## src/rtl/vga_timing_pkg.sv

```systemverilog
// Shared 640x480@60 Hz VGA timing constants and the coordinate width used by
// vga_sync_controller and pixel_generation.
package vga_timing_pkg;

   localparam int HD = 640;
   localparam int HF = 16;
   localparam int HR = 96;
   localparam int HB = 48;
   localparam int VD = 480;
   localparam int VF = 10;
   localparam int VR = 2;
   localparam int VB = 33;

   localparam int H_TOTAL = HD + HF + HR + HB;
   localparam int V_TOTAL = VD + VF + VR + VB;

   localparam int COORD_W = 10;

   localparam int CLK_DIV = 4;

   // A divide-by-one still needs a one-bit counter to stay legal.
   function automatic int div_width(input int div);
      int w;
      w = $clog2(div);
      if (w < 1) begin
         w = 1;
      end else begin
         w = w;
      end
      return w;
   endfunction

endpackage

```

## src/rtl/pixel_tick_gen.sv

```systemverilog
// Divides the system clock by CLK_DIV into a combinational counter enable
// (tick_en) and its registered, one-cycle-later copy (p_tick).
module pixel_tick_gen
   import vga_timing_pkg::*;
#(
   parameter int CLK_DIV = vga_timing_pkg::CLK_DIV
) (
   input  logic clk,
   input  logic reset,
   output logic tick_en,
   output logic p_tick
);

   localparam int DW = div_width(CLK_DIV);
   localparam logic [DW-1:0] DIV_LAST = DW'(CLK_DIV - 1);
   localparam logic [DW-1:0] DIV_ONE  = DW'(1);

   logic [DW-1:0] div_q, div_d;
   logic          p_tick_q, p_tick_d;
   logic          tick_en_s;

   always_comb begin
      tick_en_s = (div_q == DIV_LAST);
      if (tick_en_s) begin
         div_d = '0;
      end else begin
         div_d = div_q + DIV_ONE;
      end
      p_tick_d = tick_en_s;
   end

   always_ff @(posedge clk) begin
      if (reset) begin
         div_q    <= '0;
         p_tick_q <= 1'b0;
      end else begin
         div_q    <= div_d;
         p_tick_q <= p_tick_d;
      end
   end

   assign tick_en = tick_en_s;
   assign p_tick  = p_tick_q;

endmodule

```

## src/rtl/vga_sync_controller.sv

```systemverilog
// VGA scan counters and sync generation. Define VGA_SYNC_FRAME_TICK_EN to add
// the frame_tick output pulsing on the tick where the counts wrap to (0,0).
module vga_sync_controller
   import vga_timing_pkg::*;
#(
   parameter int HD      = vga_timing_pkg::HD,
   parameter int HF      = vga_timing_pkg::HF,
   parameter int HR      = vga_timing_pkg::HR,
   parameter int HB      = vga_timing_pkg::HB,
   parameter int VD      = vga_timing_pkg::VD,
   parameter int VF      = vga_timing_pkg::VF,
   parameter int VR      = vga_timing_pkg::VR,
   parameter int VB      = vga_timing_pkg::VB,
   parameter int CLK_DIV = vga_timing_pkg::CLK_DIV
) (
   input  logic               clk_100MHz,
   input  logic               reset,
   output logic               hsync,
   output logic               vsync,
   output logic               video_on,
   output logic               p_tick,
`ifdef VGA_SYNC_FRAME_TICK_EN
   output logic               frame_tick,
`endif
   output logic [COORD_W-1:0] x,
   output logic [COORD_W-1:0] y
);

   localparam int HT = HD + HF + HR + HB;
   localparam int VT = VD + VF + VR + VB;

   localparam logic [COORD_W-1:0] H_LAST   = COORD_W'(HT - 1);
   localparam logic [COORD_W-1:0] V_LAST   = COORD_W'(VT - 1);
   localparam logic [COORD_W-1:0] H_VIS    = COORD_W'(HD);
   localparam logic [COORD_W-1:0] V_VIS    = COORD_W'(VD);
   localparam logic [COORD_W-1:0] HS_START = COORD_W'(HD + HF);
   localparam logic [COORD_W-1:0] HS_END   = COORD_W'(HD + HF + HR - 1);
   localparam logic [COORD_W-1:0] VS_START = COORD_W'(VD + VF);
   localparam logic [COORD_W-1:0] VS_END   = COORD_W'(VD + VF + VR - 1);
   localparam logic [COORD_W-1:0] ONE      = COORD_W'(1);

   logic                tick_en_s;
   logic                p_tick_s;
   logic [COORD_W-1:0]  h_count_q, h_count_d;
   logic [COORD_W-1:0]  v_count_q, v_count_d;
   logic                hsync_q, hsync_d;
   logic                vsync_q, vsync_d;
   logic                frame_tick_q, frame_tick_d;

   pixel_tick_gen #(
      .CLK_DIV (CLK_DIV)
   ) u_pixel_tick_gen (
      .clk     (clk_100MHz),
      .reset   (reset),
      .tick_en (tick_en_s),
      .p_tick  (p_tick_s)
   );

   // Syncs are decoded from the next counts so they land on the same edge as x/y.
   always_comb begin
      h_count_d    = h_count_q;
      v_count_d    = v_count_q;
      frame_tick_d = 1'b0;
      if (tick_en_s) begin
         if (h_count_q == H_LAST) begin
            h_count_d = '0;
            if (v_count_q == V_LAST) begin
               v_count_d    = '0;
               frame_tick_d = 1'b1;
            end else begin
               v_count_d = v_count_q + ONE;
            end
         end else begin
            h_count_d = h_count_q + ONE;
         end
      end else begin
         h_count_d = h_count_q;
      end
      hsync_d = !((h_count_d >= HS_START) && (h_count_d <= HS_END));
      vsync_d = !((v_count_d >= VS_START) && (v_count_d <= VS_END));
   end

   always_ff @(posedge clk_100MHz) begin
      if (reset) begin
         h_count_q    <= '0;
         v_count_q    <= '0;
         hsync_q      <= 1'b1;
         vsync_q      <= 1'b1;
         frame_tick_q <= 1'b0;
      end else begin
         h_count_q    <= h_count_d;
         v_count_q    <= v_count_d;
         hsync_q      <= hsync_d;
         vsync_q      <= vsync_d;
         frame_tick_q <= frame_tick_d;
      end
   end

   assign hsync    = hsync_q;
   assign vsync    = vsync_q;
   assign video_on = (h_count_q < H_VIS) && (v_count_q < V_VIS);
   assign p_tick   = p_tick_s;
   assign x        = h_count_q;
   assign y        = v_count_q;

`ifdef VGA_SYNC_FRAME_TICK_EN
   assign frame_tick = frame_tick_q;
`else
   logic unused_frame_tick_s;
   assign unused_frame_tick_s = frame_tick_q;
`endif

endmodule

```

## config.mk

```make
export PLATFORM = sky130hd
export DESIGN_NAME = vga_sync_controller
export DESIGN_NICKNAME = d
export VERILOG_FILES = /design/src/rtl/vga_timing_pkg.sv /design/src/rtl/pixel_tick_gen.sv /design/src/rtl/vga_sync_controller.sv
export SDC_FILE = /design/constraint.sdc
export NUM_CORES = 1
export LEC_CHECK = 0
export ABC_AREA = 0
export CAP_MARGIN = 15
export CORE_ASPECT_RATIO = 1.4
export CORE_MARGIN = 1.5
export CORE_UTILIZATION = 45
export CTS_BUF_LIST = sky130_fd_sc_hd__clkbuf_8
export CTS_CLUSTER_SIZE = 40
export DETAILED_ROUTE_END_ITERATION = 7
export PLACE_DENSITY_LB_ADDON = 0.08
export SLEW_MARGIN = 20
export SYNTH_ARGS = -nofsm -noshare
export SYNTH_HDL_FRONTEND = slang
export SYNTH_SLANG_ARGS = --single-unit
```

## constraint.sdc

```tcl
create_clock -name clk_100MHz -period 2.3 [get_ports clk_100MHz]
set_input_delay 0.46 -clock clk_100MHz [delete_from_list [all_inputs] [get_ports clk_100MHz]]
set_output_delay 0.46 -clock clk_100MHz [all_outputs]
set_load 0.01 [all_outputs]
```

==> impl_results.md <==
- Mapped Area: 1400 µm²
- Total track usage: 19.5%
- Min-Delay Path Depth: 1
- ANT nets after route: 0
- Main synth FF type: dfxtp_1
- Register area: 500 µm²
- Area of the core: 2910 µm²
- Yosys top cell area share: 35.7%
- Final min period: 2100 ps
- Drc violations: 0
- P_leak: 0.578 nW
- Int Pwr: 0.572 mW
- Simple logic cell fraction of the synthesized area: 33.3%
- Crit path capture type: output port
- Clock Sinks: 25
- DIE WIDTH: 50.2 µm
- Pin count of the biggest net entering global routing: 24
- Worst reg-to-reg path cell count: 6
- Area of the multi-input gates: 842 µm²
- Number of synthesized flops with an enable pin: 0
- Power Density: 422 nW/µm²
- H-tree lvl count: 1
- Fin crit share: 91.3%
- Routability congestion estimate: 0.889
- Crit-path max FO: 7
- Post-CTS sizing: 0
- Vias in the first global route: 1256
- Hold Crit Class: reg2reg
- Critical path class: reg2out
- Switching share of power: 21.5%
- Syn nets: 167
- Row count: 23
- Final Setup Violations: 0
- Main combinational cell family by area after synthesis: simple AND/OR/NAND/NOR gates
- CTS Buffer Depth: 2
- Fin worst setup slack: 199 ps
- Layout cell share with drive strength beyond 1: 11.3%
- Post-CTS setup buffer count: 0
- First-pass GRT wire length: 5410 µm
- Mapped Cells: 161
- Post-Layout Cell Count: 223
- DR iter-0 viols: 32
- Flop pwr share: 60.7%
- Crit path DAT: 1640 ps
- Number of CTS-inserted buffers: 3
- Worst rel slew slack: 51.9%
- Clk_lat worst skew: 260 ps
- CP Launch Type: flop
- Drt via density: 5.82
- Grt total ovfl: 0
- RSZ-0062 raised after global routing: no
- Wire per inst: 14.2 µm
- Number of fill cells: 273
- Die Y: 69.1 µm
- Via Count: 1298
- Post-synthesis sequential area ratio: 35.7%
- WP data required: 1840 ps
- Antenna Cells: 0
- Reg clk slew, reported paths: 90 ps
- Slew Limit Fails: 0
- Full die area: 3470 µm²
- P&R area growth vs syn: 23.3%
- Synth warn: 0
- Fraction of the mapped netlist area in adder cells: 3.57%
- Cell total after placement: 219
- Synth Area per Inst: 8.71 µm²
- Post-Route Utilization: 59.5%
- Fin area: 1730 µm²
- Highest clock rate: 476 MHz
- Async SR Flop Fraction: 0%
- Synth Area in Compound Gates: 15.0%
- WL final: 3170 µm
- IO buf count: 25
- CTS tree: yes
- Setup total negative slack: 0 ps
- Hold buffers post-CTS: 0
- Fin Clk Skew: 2.87 ps
- WHS: 433 ps
- Synthesized flop and latch total: 25
- Clock Power Share: 35.1%
- Power share of the combinational group: 4.2%
- Sw power: 0.157 mW
- Synth top area cells: dfxtp_1 36%, xnor2_1 4.4%, a21oi_1 4.3%, nand4_1 4.0%, ha_1 3.6%
- Drt pass-1 iters: 4
- Hold Vio Cnt, Final: 0
- VDD IR max: 0.385 mV
- Pwr Total: 0.729 mW
- Post-Synth XOR/XNOR Area: 7.49%
- Pre-CTS setup slack: 295 ps
- Top Ports: 26
- Synth area leader: dfxtp_1
- Placed Area: 1680 µm²
- Count of nets after finishing: 193
- Multiplexer share of the synthesized area: 0.714%
- Initial antenna violation count: 0
- Initial Util: 48.3%
- Status: finished, final reports clean
- Clk root buf: clkbuf_8
- Max-cap violations: 0
- DPL Wire Length: 2350 µm
- Synth unique cells: 48
- Tightest Pin Transition: 715 ps
synthesized netlist by cell type, types with 2 or more instances:
cell type,number
a211oi_1,2
a21oi_1,12
and3_1,3
buf_2,3
clkbuf_1,3
dfxtp_1,25
ha_1,4
inv_1,4
nand2_1,13
nand3_1,7
nand4_1,9
nand4_2,2
nor2_1,10
nor3_1,9
o211ai_1,2
o21ai_0,5
o31ai_1,2
or3_1,5
or4_4,2
xnor2_1,7
xor2_1,5
final cells by class:
cell class                      count  area share [%]
Timing Repair Buffer               29            16.2
Clock buffer                        3            2.39
Tap cell                           37            2.68
Multi-Input combinational cell    124            48.7
Sequential cell                    25            28.9
Clock inverter                      1           0.217
Inverter                            4           0.868
flip-flops by register name (all words and copies together) (netlist names):
signal,count
hsync,1
u_pixel_tick_gen.div_q,2
u_pixel_tick_gen.p_tick,1
y,10
x,10
vsync,1
power groups by stage:
stage               logic [mW]  clock network, mW  registers [mW]
finish                  0.0304              0.256           0.443
global route            0.0340              0.284           0.443
CTS                     0.0311              0.268           0.443
detailed placement      0.0310                  0           0.453
global placement        0.0304                  0           0.452
floorplan               0.0172                  0           0.453
layout by cell type (no fill, tap or decap), types with 2 or more instances in the layout:
| cell | Yosys | layout |
|---|---|---|
| o31ai_1 | 2 | 2 |
| and3_1 | 3 | 3 |
| nand2_1 | 13 | 13 |
| dfxtp_1 | 25 | 25 |
| xnor2_1 | 7 | 7 |
| or3_1 | 5 | 5 |
| clkdlybuf4s50_1 | 0 | 25 |
| a211oi_1 | 2 | 2 |
| o211ai_1 | 2 | 2 |
| nand4_1 | 9 | 9 |
| nor2_1 | 10 | 10 |
| nand3_1 | 7 | 7 |
| a21oi_1 | 12 | 12 |
| or4_4 | 2 | 2 |
| xor2_1 | 5 | 5 |
| inv_1 | 4 | 5 |
| clkbuf_8 | 0 | 3 |
| nor3_1 | 9 | 9 |
| buf_4 | 1 | 4 |
| ha_1 | 4 | 4 |
| o21ai_0 | 5 | 5 |
| nand4_2 | 2 | 2 |
worst paths after layout:
kind | from | end | slack (ps)
worst max-delay path | y[5]$_SDFF_PP0_ | video_on | 200
worst min-delay path | u_pixel_tick_gen.div_q[0]$_SDFF_PP0_ | u_pixel_tick_gen.div_q[0]$_SDFF_PP0_ | 430
worst max register to register | x[0]$_SDFF_PP0_ | vsync$_SDFF_PP1_ | 270
worst min register to register | u_pixel_tick_gen.div_q[0]$_SDFF_PP0_ | u_pixel_tick_gen.div_q[0]$_SDFF_PP0_ | 430
critical path, stage by stage, from the launching register on:
cell	delay [ps]
dfxtp_1	440
and3_1	210
nand2_1	70
and3b_1	180
clkdlybuf4s50_1	470
metal layers:
layer,up-vias,track usage [%],wire length [µm],share of wire (%)
met1,626,22.8,1420,45
met4,0,8.33,54,1.7
met3,6,2.81,63,2.0
met2,22,34.4,1630,51
met5,-,0,0,0
li1,644,-,-,-
kinds of logic (layout without fill, tap and decap cells):
group,after synthesis,in the layout
AND/OR/NAND/NOR,75,75
AO/OA/AOI/OAI,32,32
flip-flops,25,25
XOR/XNOR,12,12
buffers and inverters,12,37
adder cells (fa/ha/maj),4,4
multiplexers,1,1
No activity file was read; power rests on OpenSTA's default activity.
